===== src/rtl/dvm_pkg.sv =====
// Shared constants, tap-select type and helpers for the dvm_divider clock divider.
package dvm_pkg;

   localparam int DVM_WIDTH_DEF = 32;
   localparam int SEL_DEFAULT   = 1;

   typedef logic [4:0] tap_sel_t;

   // A select of zero or one pointing past the top tap falls back to SEL_DEFAULT.
   function automatic logic sel_in_range(input tap_sel_t sel, input int width);
      return (sel != '0) && (int'(sel) <= width);
   endfunction

endpackage


===== src/rtl/dvm_divider_if.sv =====
// Bus between a dvm_divider and its user: control inputs plus divided-clock outputs.
interface dvm_divider_if
   import dvm_pkg::*;
#(
   parameter int WIDTH = DVM_WIDTH_DEF
);

   logic             en;
   tap_sel_t         sel;
   logic [WIDTH:1]   myclk;
   logic             clk_out;
   logic             tc;

   modport master (
      output en,
      output sel,
      input  myclk,
      input  clk_out,
      input  tc
   );

   modport slave (
      input  en,
      input  sel,
      output myclk,
      output clk_out,
      output tc
   );

endinterface


===== src/rtl/dvm_tap_mux.sv =====
// Registered tap selector: clk_out follows myclk[sel] one edge late.
module dvm_tap_mux
   import dvm_pkg::*;
#(
   parameter int WIDTH = DVM_WIDTH_DEF
) (
   input  logic            clk,
   input  logic            rst,
   input  tap_sel_t        sel,
   input  logic [WIDTH:1]  myclk,
   output logic            clk_out
);

   logic [WIDTH:1] tap_hit;
   logic           tap_next;
   logic           clk_out_reg;

   // Compare at 6 bits so a 32-tap build never aliases tap 32 onto sel=0.
   generate
      for (genvar gi = 1; gi <= WIDTH; gi++) begin : g_hit
         assign tap_hit[gi] = myclk[gi] & ({1'b0, sel} == 6'(gi));
      end
   endgenerate

   always_comb begin
      tap_next = myclk[SEL_DEFAULT];
      if (sel_in_range(sel, WIDTH)) begin
         tap_next = |tap_hit;
      end
   end

   always_ff @(posedge clk) begin
      if (rst) begin
         clk_out_reg <= 1'b0;
      end else begin
         clk_out_reg <= tap_next;
      end
   end

   assign clk_out = clk_out_reg;

endmodule


===== src/rtl/dvm_divider.sv =====
// Binary ripple-free clock divider with terminal-count pulse and optional tap output.
// Tap select / clk_out register are built only when DVM_TAP_EN is defined.
module dvm_divider
   import dvm_pkg::*;
#(
   parameter int               WIDTH   = DVM_WIDTH_DEF,
   parameter logic [WIDTH-1:0] RST_VAL = '0
) (
   input  logic          clk,
   input  logic          rst,
   dvm_divider_if.slave  bus
);

   logic [WIDTH-1:0] cnt_reg;
   logic [WIDTH-1:0] cnt_next;
   logic             wrap_reg;
   logic             wrap_next;
   logic             tc_reg;
   logic             tc_next;
   logic [WIDTH:1]   myclk;

   // wrap_reg marks "the last enabled edge rolled over"; tc fires on the next enabled edge.
   always_comb begin
      cnt_next  = cnt_reg;
      wrap_next = 1'b0;
      tc_next   = 1'b0;
      if (bus.en) begin
         cnt_next  = cnt_reg + 1'b1;
         wrap_next = &cnt_reg;
         tc_next   = wrap_reg;
      end
   end

   always_ff @(posedge clk) begin
      if (rst) begin
         cnt_reg  <= RST_VAL;
         wrap_reg <= 1'b0;
         tc_reg   <= 1'b0;
      end else begin
         cnt_reg  <= cnt_next;
         wrap_reg <= wrap_next;
         tc_reg   <= tc_next;
      end
   end

   generate
      for (genvar gi = 0; gi < WIDTH; gi++) begin : g_tap
         assign myclk[gi+1] = cnt_reg[gi];
      end
   endgenerate

   assign bus.myclk = myclk;
   assign bus.tc    = tc_reg;

`ifdef DVM_TAP_EN
   dvm_tap_mux #(
      .WIDTH   (WIDTH)
   ) u_tap (
      .clk     (clk),
      .rst     (rst),
      .sel     (bus.sel),
      .myclk   (myclk),
      .clk_out (bus.clk_out)
   );
`else
   logic unused_sel;
   assign unused_sel  = ^bus.sel;
   assign bus.clk_out = 1'b0;
`endif

endmodule


===== src/flat_wrapper.sv =====
// flat-port wrapper written by rule: the top's interface ports become plain ports
module dvm_divider_flat import dvm_pkg::*;
#(
   parameter int               WIDTH   = DVM_WIDTH_DEF,
   parameter logic [WIDTH-1:0] RST_VAL = '0
)
  (clk, rst, bus_en, bus_sel, bus_myclk, bus_clk_out, bus_tc);
  dvm_divider_if #(.WIDTH(WIDTH)) bus_i ();
  input  logic clk;
  input  logic rst;
  input wire logic [$bits(bus_i.en)-1:0] bus_en;
  input wire logic [$bits(bus_i.sel)-1:0] bus_sel;
  output wire logic [$bits(bus_i.myclk)-1:0] bus_myclk;
  output wire logic [$bits(bus_i.clk_out)-1:0] bus_clk_out;
  output wire logic [$bits(bus_i.tc)-1:0] bus_tc;
  assign bus_i.en = bus_en;
  assign bus_i.sel = bus_sel;
  assign bus_myclk = bus_i.myclk;
  assign bus_clk_out = bus_i.clk_out;
  assign bus_tc = bus_i.tc;
  dvm_divider #(.WIDTH(WIDTH), .RST_VAL(RST_VAL)) u_core (.clk(clk), .rst(rst), .bus(bus_i));
endmodule

===== config.mk =====
export PLATFORM = sky130hd
export DESIGN_NAME = dvm_divider_flat
export DESIGN_NICKNAME = d
export VERILOG_FILES = /design/src/rtl/dvm_pkg.sv /design/src/rtl/dvm_divider_if.sv /design/src/rtl/dvm_tap_mux.sv /design/src/rtl/dvm_divider.sv /design/src/flat_wrapper.sv
export SDC_FILE = /design/constraint.sdc
export NUM_CORES = 1
export LEC_CHECK = 0
export BUFFER_PORTS_ARGS = -buffer_cell sky130_fd_sc_hd__buf_2
export CAP_MARGIN = 20
export CORE_MARGIN = 10
export CORE_UTILIZATION = 47
export CTS_CLUSTER_SIZE = 24
export DETAILED_ROUTE_END_ITERATION = 12
export HOLD_SLACK_MARGIN = 0.1
export PLACE_DENSITY = 0.75
export SLEW_MARGIN = 20
export SYNTH_ARGS = -nofsm -noshare
export SYNTH_HDL_FRONTEND = slang
export SYNTH_SLANG_ARGS = --single-unit

===== constraint.sdc =====
create_clock -name clk -period 1.75 [get_ports clk]
set_input_delay 0.175 -clock clk [delete_from_list [all_inputs] [get_ports clk]]
set_output_delay 0.175 -clock clk [all_outputs]
set_load 0.02 [all_outputs]

==> out/qor.csv <==
metric,value,unit
crit_buf_inv,0,
yosys.area_share.simple,31.7,%
async_reset_ff_share,0,%
fin_ws,0.0756,ns
final_core_util,62.8,%
drive_gt1_share,38.5,%
power.density,614,nW/um2
hold_path.class,in2reg,
track_usage,13.3,%
worstPathCellList,ha_1 -> and4_4 -> nand4_4 -> or4_4 -> a21oi_2,
cts-root-buf,clkbuf_4,
drt-total-wl,4030,um
cts_max_level,2,
hold_viol_final,0,
min_from,bus_en,
die_h,78.9,um
clk_latency,0.34,ns
syn_area,1630,um2
endpoint_kind,flop,
place_congestion,0.763,
rsz0062_at_grt,false,
ys.flop_type,dfxtp_1,
hold_slack,0.163,ns
finalSetupViolations,0,
core,3340,um2
grt_max_degree,24,
synth_edf_count,0,
n_antenna_cell,0,
synthMuxAreaShare,1.99,%
grt_antenna_before_repair,0,
r2r_slack,0.08,ns
seq_area,694,um2
slowest_delay,0.51,ns
final_antenna_net_count,0,
dp_hpwl,2990,um
fin_crit_sh,95.7,%
synth_compound_gate_area_share,12.1,%
leakage,0.000913,uW
grt_pass1_wl,6800,um
reg2reg_depth,5,
initial_utilization,48.9,%
cts_buffer_depth,2,
clk_pin_slew_worst_paths,0.10,ns
nets,247,
synth_seq_area_share,41.7,%
cts_sinks,34,
start_kind,flop,
numCtsBuffers,5,
syn_inst,181,
io_buffer_count,35,
synth_cell_types,33,
placementRows,21,
holdPathEnd,u_core.bus.myclk[1],
avgSynthCellArea,9.02,um2
cp_top_family,simple AND/OR/NAND/NOR gates,
wl_per_cell,14.2,um
post-place-ws,0.0183,ns
cts_tree,done,
fmax,597,MHz
drt_iter0_markers,75,
vias,1533,
pin_count,42,
finalMaxSlewViolations,0,
wl_met2,1880,um
cp_max_fo,7,
min_period,1.67,ns
multi_input_area,895,um2
synth-xor-area-share,6.44,%
area_growth,28.4,%
ir_drop,0.537,mV
chipWidth,78.9,um
die-area,6230,um2
clock_skew,0.00310,ns
r2r-end,u_core.bus.myclk[23],
reg2reg_from,u_core.bus.myclk[2],
fillers,304,
yosys_warnings,0,
drv_cap,0,
dp_cells,276,
final_common_cell,buf_2,
highest_layer,met4,
drt_pre_antenna_iters,4,
cp_slowest_cell,or4_4,
met3_length,235,um
overflow,0,
status,finished clean,
met1_length,1870,um
path_depth,5,
cp_data_required_time,2.03,ns
arrival,1.95,ns
final_cells,285,
via_per_inst,5.38,
synth_adder_area_share,0.766,%
largest_reg_flops,32,
grt_pass1_vias,1445,
synth_top_family_by_area,simple AND/OR/NAND/NOR gates,
critPathKind,reg2reg,
synth_nets,190,
drc_errors,0,
whs_path_depth,3,
final_cell_mix,"buf_2 (35), buf_4 (27), dfxtp_1 (23), a21oi_1 (15), nor2_1 (15)",
synth-seq-cells,34,
where the power goes:
part | switching (uW) | internal [uW]
combinational | 32.2 | 16.9
clock | 260 | 195
sequential | 3.84 | 779
total | 296 | 990
how the worst max path moves through the flow:
stage / startpoint / endpoint / slack [ns]
global route: u_core.bus.myclk[11] / u_core.bus.myclk[24] / 0.0008
detailed placement: u_core.bus.myclk[2] / u_core.bus.myclk[23] / 0.02
CTS: u_core.bus.myclk[8] / u_core.bus.myclk[23] / 0.03
global placement: u_core.bus.myclk[2] / u_core.bus.myclk[31] / 0.06
floorplan: u_core.bus.myclk[14] / u_core.bus.myclk[22] / -0.0005
finish: u_core.bus.myclk[2] / u_core.bus.myclk[23] / 0.08
area by class of cell:
class / instances / area share, %
clock buffers: 7 / 2.63
well taps: 46 / 2.75
repair buffers: 62 / 18.0
multi-input cells: 132 / 42.7
clock inverters: 1 / 0.239
inverters: 3 / 0.537
flip-flops and latches: 34 / 33.1
cell usage after synthesis (2+ instances only):
cell type	n	area, um2
xor2_1	9	78.8
buf_2	3	15.0
nand4_1	5	31.3
xnor2_1	3	26.3
nand4_4	3	63.8
a21oi_1	17	85.1
nor2_1	15	56.3
nand2_1	8	30.0
or3_1	6	37.5
and3_1	3	18.8
mux2_2	2	22.5
or4_1	11	82.6
inv_1	3	11.3
and4_1	7	61.3
o21ai_0	6	30.0
dfxtp_1	34	681
nor2b_1	2	12.5
nand3_1	13	65.1
o31ai_1	11	82.6
clkbuf_1	4	15.0
buf_4	4	30.0
cell families after synthesis:
group                    Yosys count
other                              1
AO/OA/AOI/OAI                     34
flip-flops                        34
AND/OR/NAND/NOR                   81
buffers and inverters             15
adder cells (fa/ha/maj)            1
multiplexers                       3
XOR/XNOR                          12
routing by layer:
metal / track usage [%] / vias up
met5: 0 / -
li1: - / 781
met1: 16.1 / 718
met2: 20.8 / 28
met4: 4.48 / 0
met3: 5.52 / 6
stage by stage:
step           setup TNS (ns)  cell area [um2]  power (uW)
2_1_floorplan       -0.000519             1650         833
3_3_place_gp                0             2000         849
3_5_place_dp                0             2000         849
4_1_cts                     0             2060        1290
5_1_grt                     0             2100        1350
6_report                    0             2100        1290
what timing repair did:
action,4_1_cts,5_1_grt
hold buffers,0,0
pin swaps,0,1
setup endpoints to repair,1,10
resized for setup,1,7
gates cloned,0,0
buffers inserted,0,1
worst reg2reg max path: cells and delay by family (launching register included):
family | cells | cell delay, ns
compound gates | 1 | 0.14
flops | 1 | 0.35
fa+ha+maj | 1 | 0.17
simple gates | 3 | 0.95
Power figures use the tool's default switching activity.
